==> src/rtl/video_gray_convert.sv <==
// RGB-to-gray conversion stage with frame-latched weighting mode and per-frame statistics.
// Three-stage pipeline: multiply, sum, round/saturate/binarise. No stalls.
module video_gray_convert #(
   parameter int unsigned DATA_WIDTH    = 8,
   parameter int unsigned COEF_BITS     = 8,
   parameter int unsigned PIX_CNT_WIDTH = 22,
   parameter int unsigned PIPE_LAT      = 3
) (
   input  logic                                  i_clk,
   input  logic                                  i_rst_n,
   input  logic                                  i_vs,
   input  logic                                  i_de,
   input  logic [3*DATA_WIDTH-1:0]               i_rgb,
   input  logic [2:0]                            i_mode,
   input  logic [DATA_WIDTH-1:0]                 i_threshold,
   output logic                                  o_vs,
   output logic                                  o_de,
   output logic [DATA_WIDTH-1:0]                 o_gray,
   output logic                                  o_frame_done,
   output logic [PIX_CNT_WIDTH-1:0]              o_pix_cnt,
   output logic [PIX_CNT_WIDTH+DATA_WIDTH-1:0]   o_luma_sum
);

   localparam int unsigned CW = COEF_BITS + 1;            // weight width
   localparam int unsigned PW = DATA_WIDTH + COEF_BITS + 1; // product width
   localparam int unsigned SW = PW + 2;                   // sum width, room for 3 terms + rounding
   localparam int unsigned LW = PIX_CNT_WIDTH + DATA_WIDTH; // luma sum width

   // Rescale an 8-fractional-bit weight to COEF_BITS with rounding.
   function automatic int unsigned scale_w(input int unsigned w);
      return (w * (32'd1 << COEF_BITS) + 32'd128) / 32'd256;
   endfunction

   localparam int unsigned  WAvgI = scale_w(85);
   localparam logic [CW-1:0] W601R = CW'(scale_w(77));
   localparam logic [CW-1:0] W601G = CW'(scale_w(150));
   localparam logic [CW-1:0] W601B = CW'(scale_w(29));
   localparam logic [CW-1:0] W709R = CW'(scale_w(54));
   localparam logic [CW-1:0] W709G = CW'(scale_w(183));
   localparam logic [CW-1:0] W709B = CW'(scale_w(19));
   localparam logic [CW-1:0] WAvgR = CW'(WAvgI);
   // Average puts the rounding remainder on blue so the weights sum to exactly one.
   localparam logic [CW-1:0] WAvgB = CW'((32'd1 << COEF_BITS) - 2 * WAvgI);
   localparam logic [CW-1:0] WOne  = CW'(32'd1 << COEF_BITS);
   localparam logic [SW-1:0] Half  = SW'(32'd1 << (COEF_BITS - 1));

   // ------------------------------------------------------------------
   // Frame-start detection and mode/threshold latch
   // ------------------------------------------------------------------
   logic                  vs_prev_q;
   logic [2:0]            mode_q;
   logic [DATA_WIDTH-1:0] thr_q;
   logic                  frame_start;
   logic [2:0]            mode_eff;
   logic [DATA_WIDTH-1:0] thr_eff;

   // A pixel arriving on the frame-start cycle already uses the new settings.
   assign frame_start = i_vs & ~vs_prev_q;
   assign mode_eff    = frame_start ? i_mode : mode_q;
   assign thr_eff     = frame_start ? i_threshold : thr_q;

   // Latch conversion settings once per frame on the rising edge of i_vs.
   always_ff @(posedge i_clk or negedge i_rst_n) begin
      if (!i_rst_n) begin
         vs_prev_q <= 1'b0;
         mode_q    <= 3'd0;
         thr_q     <= {1'b1, {(DATA_WIDTH-1){1'b0}}};
      end else begin
         vs_prev_q <= i_vs;
         if (frame_start) begin
            mode_q <= i_mode;
            thr_q  <= i_threshold;
         end
      end
   end

   // ------------------------------------------------------------------
   // Weight selection
   // ------------------------------------------------------------------
   logic [CW-1:0] w_r, w_g, w_b;
   logic          bin_eff;

   assign bin_eff = (mode_eff == 3'd6);

   // Map the active mode to (R,G,B) weights; binarise and reserved use BT.601.
   always_comb begin
      w_r = W601R;
      w_g = W601G;
      w_b = W601B;
      case (mode_eff)
         3'd1: begin
            w_r = W709R;
            w_g = W709G;
            w_b = W709B;
         end
         3'd2: begin
            w_r = WAvgR;
            w_g = WAvgR;
            w_b = WAvgB;
         end
         3'd3: begin
            w_r = WOne;
            w_g = '0;
            w_b = '0;
         end
         3'd4: begin
            w_r = '0;
            w_g = WOne;
            w_b = '0;
         end
         3'd5: begin
            w_r = '0;
            w_g = '0;
            w_b = WOne;
         end
         default: ;
      endcase
   end

   // ------------------------------------------------------------------
   // Datapath pipeline
   // ------------------------------------------------------------------
   logic [DATA_WIDTH-1:0] pix_r, pix_g, pix_b;
   logic [PW-1:0]         prod_r_d, prod_g_d, prod_b_d;
   logic [PW-1:0]         prod_r_q, prod_g_q, prod_b_q;
   logic                  bin_s1_q, bin_s2_q;
   logic [DATA_WIDTH-1:0] thr_s1_q, thr_s2_q;
   logic [SW-1:0]         sum_d, sum_q;
   logic [SW-1:0]         rnd, shifted;
   logic [DATA_WIDTH-1:0] gray_sat, gray_d;
   logic [PIPE_LAT-1:0]   vs_sr_q, de_sr_q;

   assign pix_r = i_rgb[3*DATA_WIDTH-1:2*DATA_WIDTH];
   assign pix_g = i_rgb[2*DATA_WIDTH-1:DATA_WIDTH];
   assign pix_b = i_rgb[DATA_WIDTH-1:0];

   // Stage 1 products and stage 2 sum, zero-extended to full width.
   always_comb begin
      prod_r_d = {{CW{1'b0}}, pix_r} * {{DATA_WIDTH{1'b0}}, w_r};
      prod_g_d = {{CW{1'b0}}, pix_g} * {{DATA_WIDTH{1'b0}}, w_g};
      prod_b_d = {{CW{1'b0}}, pix_b} * {{DATA_WIDTH{1'b0}}, w_b};
      sum_d    = {2'b00, prod_r_q} + {2'b00, prod_g_q} + {2'b00, prod_b_q};
   end

   // Stage 3: round to nearest, saturate, then optional threshold compare.
   always_comb begin
      rnd     = sum_q + Half;
      shifted = rnd >> COEF_BITS;
      if (|shifted[SW-1:DATA_WIDTH]) begin
         gray_sat = '1;
      end else begin
         gray_sat = shifted[DATA_WIDTH-1:0];
      end
      gray_d = gray_sat;
      if (bin_s2_q) begin
         gray_d = (gray_sat >= thr_s2_q) ? '1 : '0;
      end
   end

   // Pipeline registers; sync flags travel in lock-step with the data.
   always_ff @(posedge i_clk or negedge i_rst_n) begin
      if (!i_rst_n) begin
         prod_r_q <= '0;
         prod_g_q <= '0;
         prod_b_q <= '0;
         bin_s1_q <= 1'b0;
         thr_s1_q <= '0;
         sum_q    <= '0;
         bin_s2_q <= 1'b0;
         thr_s2_q <= '0;
         vs_sr_q  <= '0;
         de_sr_q  <= '0;
         o_gray   <= '0;
      end else begin
         prod_r_q <= prod_r_d;
         prod_g_q <= prod_g_d;
         prod_b_q <= prod_b_d;
         bin_s1_q <= bin_eff;
         thr_s1_q <= thr_eff;
         sum_q    <= sum_d;
         bin_s2_q <= bin_s1_q;
         thr_s2_q <= thr_s1_q;
         vs_sr_q  <= {vs_sr_q[PIPE_LAT-2:0], i_vs};
         de_sr_q  <= {de_sr_q[PIPE_LAT-2:0], i_de};
         o_gray   <= de_sr_q[PIPE_LAT-2] ? gray_d : '0;
      end
   end

   assign o_vs = vs_sr_q[PIPE_LAT-1];
   assign o_de = de_sr_q[PIPE_LAT-1];

   // ------------------------------------------------------------------
   // Per-frame statistics on the output side
   // ------------------------------------------------------------------
   logic                     vs_out_prev_q;
   logic                     armed_q, armed_d;
   logic [PIX_CNT_WIDTH-1:0] pix_acc_q, pix_acc_d;
   logic [LW-1:0]            sum_acc_q, sum_acc_d;
   logic                     done_d;
   logic [PIX_CNT_WIDTH-1:0] pix_cnt_d;
   logic [LW-1:0]            luma_sum_d;
   logic [LW-1:0]            gray_ext;
   logic [LW:0]              sum_carry;
   logic                     out_rise;

   assign out_rise  = o_vs & ~vs_out_prev_q;
   assign gray_ext  = {{PIX_CNT_WIDTH{1'b0}}, o_gray};
   assign sum_carry = {1'b0, sum_acc_q} + {1'b0, gray_ext};

   // Accumulate with saturation; publish and restart on each output frame start.
   // armed_q stays low until the first frame start after reset, so a frame cut
   // short by reset never reports statistics.
   always_comb begin
      pix_acc_d  = pix_acc_q;
      sum_acc_d  = sum_acc_q;
      armed_d    = armed_q;
      done_d     = 1'b0;
      pix_cnt_d  = o_pix_cnt;
      luma_sum_d = o_luma_sum;
      if (out_rise) begin
         armed_d   = 1'b1;
         pix_acc_d = o_de ? PIX_CNT_WIDTH'(1) : '0;
         sum_acc_d = o_de ? gray_ext : '0;
         if (armed_q && (pix_acc_q != '0)) begin
            done_d     = 1'b1;
            pix_cnt_d  = pix_acc_q;
            luma_sum_d = sum_acc_q;
         end
      end else if (o_de) begin
         if (!(&pix_acc_q)) begin
            pix_acc_d = pix_acc_q + 1'b1;
         end
         sum_acc_d = sum_carry[LW] ? '1 : sum_carry[LW-1:0];
      end
   end

   // Statistics state and held result registers.
   always_ff @(posedge i_clk or negedge i_rst_n) begin
      if (!i_rst_n) begin
         vs_out_prev_q <= 1'b0;
         armed_q       <= 1'b0;
         pix_acc_q     <= '0;
         sum_acc_q     <= '0;
         o_frame_done  <= 1'b0;
         o_pix_cnt     <= '0;
         o_luma_sum    <= '0;
      end else begin
         vs_out_prev_q <= o_vs;
         armed_q       <= armed_d;
         pix_acc_q     <= pix_acc_d;
         sum_acc_q     <= sum_acc_d;
         o_frame_done  <= done_d;
         o_pix_cnt     <= pix_cnt_d;
         o_luma_sum    <= luma_sum_d;
      end
   end

endmodule
==> config.mk <==
export PLATFORM = sky130hd
export DESIGN_NAME = video_gray_convert
export DESIGN_NICKNAME = d
export VERILOG_FILES = /design/src/rtl/video_gray_convert.sv
export SDC_FILE = /design/constraint.sdc
export NUM_CORES = 1
export LEC_CHECK = 0
export ABC_CLOCK_PERIOD_IN_PS = 6550
export BUFFER_PORTS_ARGS = -buffer_cell sky130_fd_sc_hd__buf_2
export CAP_MARGIN = 20
export CORE_MARGIN = 5
export CORE_UTILIZATION = 39
export DETAILED_ROUTE_END_ITERATION = 8
export PLACE_DENSITY = 0.64
export REMOVE_ABC_BUFFERS = 1
export SLEW_MARGIN = 20
export SYNTH_ARGS = -nofsm -noshare
export SYNTH_HDL_FRONTEND = slang
export SYNTH_SLANG_ARGS = --single-unit
export TNS_END_PERCENT = 50
==> constraint.sdc <==
create_clock -name i_clk -period 6.55 [get_ports i_clk]
set_input_delay 0.3275 -clock i_clk [delete_from_list [all_inputs] [get_ports i_clk]]
set_output_delay 0.3275 -clock i_clk [all_outputs]
set_load 0.1 [all_outputs]
==> summary.md, run 1 <==
| Metric | Value |
|---|---|
| Synth cell types | 74 |
| CTS Hold Bufs | 2 |
| Die H | 210 um |
| Max-slew violation count | 0 |
| Total global-route track usage | 0.154 |
| First-pass GRT wire length | approximately 58,000 um |
| Die span in x | 210 um |
| Worst-path clk slew | 0.06 ns |
| Leak Pwr | 0.00883 uW |
| Ratio of final minimum period to clock period | 0.924 |
| Worst Path Arrival | ~6.4 ns |
| RSZ-0062 raised after global routing | false |
| Clk_lat worst skew | 0.50 ns |
| Crit path required time | 6.93 ns |
| Syn_area_per_cell | around 10 um2 |
| Largest area contributor in the netlist | dfrtp_1 |
| Fillers | 3,840 |
| Grt total ovfl | 0 |
| Slowest library cell on the worst path | fa_1 |
| Share of the synthesized area in the top cell type | 0.329 |
| Final instance area | ~18,000 um2 |
| Clock tree buffer depth | 3 |
| DR WL/cell | 15.6 um |
| Ranking of synthesized cells by area | dfrtp_1 (33%), fa_1 (15%), ha_1 (13%), inv_1 (5.1%), and2_1 (4.7%) |
| Setup crit start kind | primary input |
| Cts bufs inserted | 22 |
| IO Pins | just over 100 |
| Initial antenna violation count | 0 |
| Hold Fails Final Rpt | 0 |
| Clock root buffer master | clkbuf_16 |
| Max VDD drop | ~0.23 mV |
| Vias | 11,000 |
| Vias in the first global route | around 11,000 |
| Ys async rst share | 1.00 |
| DRC | 0 |
| Core Footprint | 39,600 um2 |
| CTS sink count | between 200 and 250 |
| Num rows | 73 |
| Post-synthesis xor/xnor area fraction | 0.0359 |
| Share of cells above drive strength 1 | 0.142 |
| Setup bufs post-CTS | 0 |
| DRT antenna net count | 0 |
| Mux share of post-synthesis cell area | 0.0482 |
| Post-synth EDFFs | 0 |
| Routed wire length | 33,900 um |
| Fin util | 0.442 |
| Detailed Routing Iterations Pass 1 | 4 |
| Max-cap violation count | 0 |
| Simple-Gate Fraction of Synth Area | 0.148 |
| Crit path top cell by count | fa_1 |
| Largest stage delay, worst path | 0.55 ns |
| I/O Buffers | 101 |
| Status | finished, final reports clean |
| Initial DRC count | 606 |
| Final Setup Violations | 0 |
| Post-Synth Adder-Cell Area | 0.277 |
| Number of synthesized register bits | 206 |
| Vias per inst | 5.09 |
| Largest family of logic cells by synthesized area | adder cells |
| TritonCTS clock tree | done |
| Critical Setup Path Class | in -> reg |
| Clock skew | 0.0112 ns |
| Number of gates resized after cts | 0 |
| Largest net degree at the start of global routing | 135 |
| Min Tclk post-route | 6.05 ns |
| Multi-input logic area | 9480 um2 |
| Worst Tran Pin Value | 0.919 ns |
| Die ar. | 44,100 um2 |
| Setup TNS | 0 ns |
| Crit path cell chain | dlygate4sd3_1, buf_2, nand2b_1, mux2i_1, inv_1, nand2_1, nor2_1, or2_2, and2_1, fa_1, fa_1, fa_1, inv_1, fa_1, inv_1, ha_1, a21o_1, a21oi_1, o21ai_0, a31oi_1, nor4b_1, a311o_1 |
| Hold Crit Class | in -> reg |
| Mapped Cells | approximately 1,500 |
| Critical-path maximum fanout | 16 |
| Register area | 5160 um2 |
| Cell area power density | 421 nW/um2 |
| Yosys warns | 0 |
| Setup crit end kind | register |
| Layout area overhead | 12.3% |
| Cells after DPL | 2,125 |
| Synth Area in Compound Gates | 0.0974 |
| Post-Place Cell Area | 16,700 um2 |
| # H-tree levels | 1 |
| Fin nets | 1,945 |
| Register area share after synthesis | 0.331 |
| Final non-filler cell total | 2,168 |
| Slew headroom | 0.383 |
| ANT cells | 0 |
| Final HPWL DP | 26,800 um |
| Fmax | about 170 MHz |
| Syn Std Cell Area | 15,600 um2 |
| GP Congestion | roughly 0.9 |
| Top FF cell, synth | dfrtp_1 |
| Starting density of the core | 0.393 |
## flip-flops by register name, indices dropped and copies added, names as in the netlist, 3 cells and up
register / cells
thr_s2_q: 8
sum_acc_q: 30
thr_s1_q: 8
prod_r_q: 17
o_pix_cnt: 22
prod_b_q: 17
vs_sr_q: 3
prod_g_q: 17
o_gray: 8
o_luma_sum: 30
pix_acc_q: 22
de_sr_q: 3
mode_q: 3
sum_q: 12
## logic make-up (layout without fill, tap and decap cells)
group | Yosys count | after routing
XOR/XNOR | 64 | 64
multiplexers | 66 | 66
AND/OR/NAND/NOR | 436 | 436
buffers and inverters | 250 | 370
AO/OA/AOI/OAI | 223 | 223
adder cells (fa/ha/maj) | 278 | 278
flip-flops | 206 | 206
## worst paths after layout
| kind | from | end | slack, ns | depth (start not counted) |
|---|---|---|---|---|
| setup reg to reg | vs_sr_q[0] | prod_r_q[16] | 0.62 | 20 |
| hold reg to reg | vs_sr_q[1] | vs_sr_q[2] | 0.35 | 0 |
| hold / removal | i_threshold[3] | thr_s1_q[3] | 0.06 | 2 |
| setup / recovery | i_vs | prod_r_q[16] | 0.50 | 22 |
| max in group asynchronous | i_rst_n | prod_b_q[11] | 4.94 | 3 |
| min in group asynchronous | i_rst_n | o_luma_sum[21] | 0.34 | 2 |
## cell usage after synthesis, drive strengths merged, types with 5 or more instances
| cell | instances |
|---|---|
| xor2 | 23 |
| or2 | 6 |
| a311oi | 6 |
| nand2b | 13 |
| dfrtp | 205 |
| nand3 | 31 |
| mux2 | 60 |
| o31a | 5 |
| and2 | 117 |
| fa | 113 |
| a21oi | 44 |
| clkbuf | 21 |
| inv | 212 |
| nand2 | 91 |
| o21a | 19 |
| nor2b | 10 |
| o211ai | 13 |
| mux2i | 6 |
| nor3 | 19 |
| a21o | 12 |
| xnor2 | 41 |
| and3 | 21 |
| o21ai | 51 |
| nor4 | 11 |
| a211oi | 21 |
| or3 | 7 |
| and4 | 10 |
| ha | 165 |
| nor2 | 78 |
| buf | 17 |
| a31oi | 10 |
| o22ai | 5 |
| nand4 | 17 |
## placed cells by master (no fill, tap or decap), drive strengths merged, types with 4 or more instances in the layout
cell type	instances
and2	117
a31oi	10
fa	113
nor2	78
and4	10
nand4	17
ha	165
inv	212
or3	7
nor2b	10
o211ai	13
xnor2	41
a211oi	21
a311oi	6
o31a	5
a21o	12
dfrtp	205
clkbuf	29
nand2b	13
o21ai	51
buf	116
o22ai	5
or2	6
xor2	23
nor4	11
o21a	19
o21bai	4
o2111ai	4
a221oi	4
clkinv	6
nand2	91
and3	21
mux2i	6
a21oi	44
mux2	60
nor3	19
nand3	31
## through the flow
step           total power, uW  hold slack [ns]  setup WS [ns]
5_1_grt                   8060           0.0542          0.134
6_report                  7370           0.0597          0.499
3_3_place_gp              6060            0.342          0.727
4_1_cts                   7460           0.0415          0.549
2_1_floorplan             5150           0.0319          0.616
3_5_place_dp              6160            0.341          0.596
## per-layer routing
layer / wire, um / global-route usage / part of all wire
met2: 16900 / 0.270 / 0.50
met3: 1250 / 0.0159 / 0.037
met1: 15200 / 0.210 / 0.45
met5: 0 / 0 / 0
met4: 529 / 0.0297 / 0.016
## worst max-delay path, delay by kind of cell
| family | cells | cell delay (ns) |
|---|---|---|
| compound gates | 5 | 1.13 |
| fa+ha+maj | 5 | 2.49 |
| buf+inv | 5 | 0.91 |
| mux | 1 | 0.35 |
| simple gates | 6 | 1.21 |
## power breakdown
part	total [uW]	switching [uW]	leakage, uW	internal (uW)
registers	1800	212	0.00266	1590
logic	4310	2580	0.00582	1730
clock network	1250	489	0.000357	761
total	7370	3280	0.00883	4080
## layout make-up
class / instances / share of cell area
clock buffers: 29 / 0.0342
multi-input cells: 1067 / 0.541
inverters: 212 / 0.0454
flip-flops and latches: 206 / 0.294
well taps: 525 / 0.0375
repair buffers: 119 / 0.0394
clock inverters: 10 / 0.00750
(Power assumes the default switching activity.)
==> run 2, diff against run 1 <==
--- a/config.mk
+++ b/config.mk
@@ -8,10 +8,11 @@
 export ABC_CLOCK_PERIOD_IN_PS = 6550
 export BUFFER_PORTS_ARGS = -buffer_cell sky130_fd_sc_hd__buf_2
 export CAP_MARGIN = 20
-export CORE_MARGIN = 5
+export CORE_ASPECT_RATIO = 1.5
+export CORE_MARGIN = 3
 export CORE_UTILIZATION = 39
 export DETAILED_ROUTE_END_ITERATION = 8
-export PLACE_DENSITY = 0.64
+export PLACE_DENSITY = 0.63
 export REMOVE_ABC_BUFFERS = 1
 export SLEW_MARGIN = 20
 export SYNTH_ARGS = -nofsm -noshare
==> run 2 against run 1 <==
  * Register-to-register slack barely moved
  * Critical path depth increased by 1
  * Largest cell class unchanged
  * Sequential power hardly changed
  * Clock power is 3% lower
  * Count of clock-buffer cells in the layout fell by 1
  * Critical path type unchanged
  * First-iteration DRC count decreased by 16%
  * Combinational power about the same
  * Worst hold slack got worse by 0.0033 ns
  * Final cell count fell by 1.1%
  * Setup slack worse by 0.0014 ns
  * Maximum frequency barely moved
  * Core utilization about the same
==> summary.md, run 2 (synthesis gave the netlist of run 1 again) <==
| Metric | Value |
|---|---|
| Status | finished, final reports clean |
| ANT cells | 0 |
| Cell area power density | 420 nW/um2 |
| Max VDD drop | approximately 0.17 mV |
| Critical-path maximum fanout | 16 |
| Setup crit start kind | primary input |
| Setup TNS | 0 ns |
| Leak Pwr | 0.00883 uW |
| DRC | 0 |
| Slew headroom | 0.349 |
| Top Registers | o_luma_sum: 30 flops, sum_acc_q: 30 flops |
| Ratio of final minimum period to clock period | 0.924 |
| Clock root buffer master | clkbuf_16 |
| Detailed Routing Iterations Pass 1 | 5 |
| CTS sink count | 206 |
| Fin nets | 1,948 |
| Commonest non-fill, non-tap cell in the layout | inv_1 |
| Clock tree buffer depth | 3 |
| Final instance area | 17,400 um2 |
| Max-slew violation count | 0 |
| Hold path depth | 2 |
| GP Congestion | 0.865 |
| DR WL/cell | 16.3 um |
| Crit path required time | 6.94 ns |
| Worst r2r path cells | 21 |
| Hold_sp | i_threshold[1] |
| Vias | 11,000 |
| RSZ-0062 raised after global routing | false |
| Vias per inst | 5.13 |
| Worst Tran Pin Value | 0.970 ns |
| Hold Fails Final Rpt | 0 |
| Crit path from | i_vs |
| Die span in x | ~170 um |
| Clk_lat worst skew | ~0.5 ns |
| Min Tclk post-route | slightly above 6 ns |
| Worst-path clk slew | around 0.06 ns |
| Num rows | ~90 |
| Highest-count cells in the layout ignoring fill and taps | inv_1 (211), dfrtp_1 (205), ha_1 (165), and2_1 (117), fa_1 (113) |
| Initial antenna violation count | 0 |
| Hold WS | 0.0563 ns |
| Total global-route track usage | 0.164 |
| I/O Buffers | 101 |
| Fmax | 165 MHz |
| Cts bufs inserted | 21 |
| Setup crit end kind | register |
| Routed wire length | 34,900 um |
| DRT antenna net count | 0 |
| Die ar. | 42,500 um2 |
| Fillers | 3,803 |
| Grt total ovfl | 0 |
| Largest net degree at the start of global routing | a little under 80 |
| Vias in the first global route | 11,400 |
| Core Footprint | slightly below 40,000 um2 |
| # H-tree levels | 1 |
| Layout area overhead | 11.8% |
| IO Pins | a little over 100 |
| Final Setup Violations | 0 |
| Initial DRC count | 509 |
| Starting density of the core | 0.396 |
| Post-Place Cell Area | 16,700 um2 |
| Final HPWL DP | 28,400 um |
| Hold Crit Class | in -> reg |
| Worst Path Arrival | 6.44 ns |
| Share of cells above drive strength 1 | 0.144 |
| Fin util | 0.442 |
| Clock skew | 0.00950 ns |
| First-pass GRT wire length | around 57,000 um |
| Die H | 251 um |
| TritonCTS clock tree | done |
| Max-cap violation count | 0 |
| Critical Setup Path Class | in -> reg |
| Number of gates resized after cts | 0 |
| Reg2Reg Launch Point | vs_sr_q[0] |
## run 2: metal layers
layer | track usage | share of wire | up-vias | wire, um
li1 | - | - | 5353 | -
met1 | 0.179 | 0.38 | 5423 | 13300
met2 | 0.331 | 0.57 | 179 | 19800
met3 | 0.0159 | 0.028 | 45 | 970
met4 | 0.0454 | 0.024 | 0 | 820
met5 | 0 | 0 | - | 0
## run 2: final timing paths
path | to | slack (ns)
min | thr_s1_q[1] | 0.06
max | prod_r_q[16] | 0.50
min reg2reg | vs_sr_q[2] | 0.35
max in group asynchronous | sum_acc_q[3] | 4.81
min in group asynchronous | o_luma_sum[22] | 0.38
max reg2reg | prod_r_q[16] | 0.61
## run 2: timing repair
action / CTS / global route
setup endpoints to repair: 0 / 0
setup buffers: 0 / 0
endpoints found under the hold margin: 65 / 0
hold buffers: 3 / 0
## run 2: area by class of cell
cell class / count / area, um2 / share of cell area
Inverter: 212 / 796 / 0.0457
Clock inverter: 9 / 103 / 0.00589
Sequential cell: 206 / 5160 / 0.296
Clock buffer: 28 / 582 / 0.0334
Multi-Input combinational cell: 1067 / 9480 / 0.544
Tap cell: 500 / 626 / 0.0359
Timing Repair Buffer: 123 / 687 / 0.0394
## run 2: worst max-delay path, cell delays in order
cell	delay, ns
dlygate4sd3_1	0.54
buf_2	0.13
nand2b_1	0.34
mux2i_1	0.33
inv_1	0.13
nand2_1	0.12
nor2_1	0.06
or2_2	0.43
and2_1	0.23
fa_1	0.50
inv_1	0.05
fa_1	0.47
inv_1	0.05
fa_1	0.53
inv_1	0.05
fa_1	0.52
inv_1	0.04
ha_1	0.23
or3_1	0.34
o221a_2	0.29
a31oi_1	0.31
nor4b_1	0.09
a311o_1	0.32
## run 2: where the power goes
group	internal, uW	total, uW	switching (uW)
Clock	706	1210	502
Sequential	1590	1820	228
Combinational	1740	4290	2560
## run 2: stage by stage
| step | cells | total power, uW | worst slack (ns) |
|---|---|---|---|
| finish | 2145 | 7320 | 0.497 |
| global route | 2145 | 8040 | 0.172 |
| CTS | 2145 | 7440 | 0.457 |
| detailed placement | 2105 | 6180 | 0.486 |
| global placement | 2105 | 6070 | 0.613 |
| floorplan | 1485 | 5150 | 0.616 |
==> run 3, diff against run 2 <==
--- a/config.mk
+++ b/config.mk
@@ -8,11 +8,13 @@
 export ABC_CLOCK_PERIOD_IN_PS = 6550
 export BUFFER_PORTS_ARGS = -buffer_cell sky130_fd_sc_hd__buf_2
 export CAP_MARGIN = 20
+export CELL_PAD_IN_SITES_DETAIL_PLACEMENT = 1
+export CELL_PAD_IN_SITES_GLOBAL_PLACEMENT = 1
 export CORE_ASPECT_RATIO = 1.5
 export CORE_MARGIN = 3
-export CORE_UTILIZATION = 39
+export CORE_UTILIZATION = 45
 export DETAILED_ROUTE_END_ITERATION = 8
-export PLACE_DENSITY = 0.63
+export PLACE_DENSITY = 0.83
 export REMOVE_ABC_BUFFERS = 1
 export SLEW_MARGIN = 20
 export SYNTH_ARGS = -nofsm -noshare
==> run 3 against run 2 <==
  * Worst hold slack lost 0.0093 ns
  * Via count up 2.7%
  * Maximum frequency decreased by 2.0%
  * Flip-flop and latch count stayed put
  * Core utilization grew 7.2 points
  * Non-clock buffer count fell by 4
  * Global-route usage rose by 5.4 points
  * Sequential share of layout area increased by 0.11 points
  * Setup slack got worse by 0.12 ns
  * Register-to-register slack got worse by 0.15 ns
  * Die area shrank 13%
  * Critical path type unchanged
  * Critical endpoint is now prod_g_q[16]
  * Largest cell class unchanged
  * Largest power group unchanged
==> summary.md, run 3 (synthesis gave the netlist of run 1 again) <==
| Metric | Value |
|---|---|
| Status | finished, final reports clean |
| ANT cells | 0 |
| Reg-to-Reg End | prod_g_q[16] |
| Slowest library cell on the worst path | dlygate4sd3_1 |
| Final Setup Violations | 0 |
| Fmax | 162 MHz |
| Commonest non-fill, non-tap cell in the layout | inv_1 |
| Max VDD drop | 0.209 mV |
| Vias per inst | 5.48 |
| Highest-count cells in the layout ignoring fill and taps | inv_1 (211), dfrtp_1 (205), ha_1 (165), and2_1 (117), fa_1 (113) |
| Multi-input logic area | around 9500 um2 |
| Critical Setup Path Class | in -> reg |
| Crit path cell chain | dlygate4sd3_1, buf_2, nand2b_1, mux2i_2, nand2_1, nor2_2, a21oi_1, buf_4, and2_1, fa_1, inv_1, fa_1, inv_1, fa_1, inv_1, fa_1, inv_1, ha_1, o21a_1, o21ai_0, o311ai_1, o21ai_0, o31ai_1, xnor2_1 |
| Max-cap violation count | 0 |
| I/O Buffers | 101 |
| Register area | ~5200 um2 |
| Die ar. | between 30,000 and 40,000 um2 |
| Clock root buffer master | clkbuf_16 |
| Top Registers | o_luma_sum: 30 flops, sum_acc_q: 30 flops |
| Critical-path maximum fanout | 17 |
| Share of cells above drive strength 1 | 0.143 |
| Setup crit end kind | register |
| Worst R2R Setup Slack | 0.46 ns |
| Crit path required time | 6.97 ns |
| Clk_lat worst skew | 0.51 ns |
| Total design power | 7600 uW |
| Vias in the first global route | 12,700 |
| Setup TNS | 0 ns |
| DRC | 0 |
| Hold endpoint | thr_s1_q[1] |
| Fin nets | 1,944 |
| Largest stage delay, worst path | 0.54 ns |
| RSZ-0062 raised after global routing | false |
| Initial antenna violation count | 0 |
| Clock skew | 0.0104 ns |
| DR WL/cell | 19.2 um |
| Slew headroom | 0.341 |
| Worst-path clk slew | 0.07 ns |
| Ratio of final minimum period to clock period | 0.943 |
| Hold path depth | 2 |
| # H-tree levels | 1 |
| TritonCTS clock tree | done |
| Routed wire length | 39,500 um |
| Cell area power density | 438 nW/um2 |
| Min Tclk post-route | 6.18 ns |
| IO Pins | 102 |
| Initial DRC count | 368 |
| Worst Path Arrival | 6.60 ns |
| Total global-route track usage | 0.219 |
| Hold Crit Class | in -> reg |
| Largest net degree at the start of global routing | 124 |
| Setup bufs post-CTS | 0 |
| Worst Tran Pin Value | ~1 ns |
| Final HPWL DP | about 32,000 um |
| First-pass GRT wire length | 64,900 um |
| Placement Setup Slack | 0.275 ns |
| Max-slew violation count | 0 |
| Num rows | 82 |
| Vias | 11,300 |
| Detailed Routing Iterations Pass 1 | 4 |
| GP Congestion | 0.858 |
| Fillers | about 3,700 |
| Core Footprint | ~34,000 um2 |
| Hold_sp | i_threshold[1] |
| Die span in x | 158 um |
| PnR worst setup slack | 0.375 ns |
| Clock tree buffer depth | 3 |
| Die H | 234 um |
| Hold Fails Final Rpt | 0 |
| Cts bufs inserted | 21 |
| Worst r2r path cells | 22 |
| Setup crit start kind | primary input |
| Grt total ovfl | 0 |
| Starting density of the core | 0.462 |
| Leak Pwr | 0.00884 uW |
| Layout area overhead | 11.4% |
| Reg2Reg Launch Point | vs_sr_q[0] |
| CTS sink count | roughly 210 |
| DRT antenna net count | 0 |
run 3: cell types whose count changed in the layout (fill, tap and decap cells not counted):
| cell | delta |
|---|---|
| buf_6 | +1 |
| o311ai_0 | -1 |
| o311ai_1 | +1 |
| clkbuf_1 | -1 |
| clkbuf_8 | +1 |
| a311oi_2 | +1 |
| clkinv_2 | -1 |
| a311oi_1 | -1 |
| buf_4 | -5 |
| inv_6 | -1 |
| bufinv_16 | +2 |
run 3: power by group:
| group | internal, uW | switching [uW] | leakage (uW) |
|---|---|---|---|
| logic | 1760 | 2690 | 0.00581 |
| registers | 1590 | 255 | 0.00266 |
| clock network | 793 | 507 | 0.000368 |
| total | 4140 | 3450 | 0.00884 |
run 3: final cells by class:
class	instances	area share
sequential	206	0.297
clock inverter	9	0.00857
timing repair buffer	119	0.0380
clock buffer	28	0.0341
tap	420	0.0303
multi-input combinational	1067	0.546
inverter	212	0.0458
run 3: worst max-delay path, delay by kind of cell:
family	cells	cell delay [ns]
adders and majority gates	5	2.46
buffers and inverters	7	1.11
AOI/OAI and AO/OA	6	1.27
muxes	1	0.39
and+or+nand+nor	4	0.84
xor gates and xnor gates	1	0.17
run 3: worst max-delay path by stage:
stage | cells past startpoint | start | end | slack, ns
3_5_place_dp | 23 | i_vs | prod_g_q[16] | 0.27
2_1_floorplan | 19 | vs_sr_q[0] | prod_r_q[16] | 0.62
5_1_grt | 22 | i_vs | prod_r_q[16] | 0.02
3_3_place_gp | 23 | i_vs | prod_g_q[16] | 0.63
4_1_cts | 24 | i_vs | prod_g_q[16] | 0.22
6_report | 24 | i_vs | prod_g_q[16] | 0.37
run 3: repair_timing:
item,CTS,global route
resized for setup,0,1
hold buffers,3,0
endpoints found under the hold margin,3,0
endpoints found under the setup margin,0,2
run 3: metal layers:
metal | track usage | vias to the layer above | wire length (um)
li1 | - | 5323 | -
met2 | 0.451 | 174 | 23000
met1 | 0.226 | 5733 | 14400
met3 | 0.0168 | 70 | 867
met5 | 0 | - | 0
met4 | 0.0713 | 0 | 1340
run 3: stage by stage:
step | cell area (um2) | util | hold WS [ns] | instances
floorplan | 15400 | - | 0.0319 | 1485
global placement | 16600 | 0.491 | 0.335 | 2021
detailed placement | 16600 | 0.491 | 0.338 | 2021
CTS | 17400 | 0.514 | 0.0201 | 2061
global route | 17400 | 0.514 | 0.0458 | 2061
finish | 17400 | 0.514 | 0.0470 | 2061
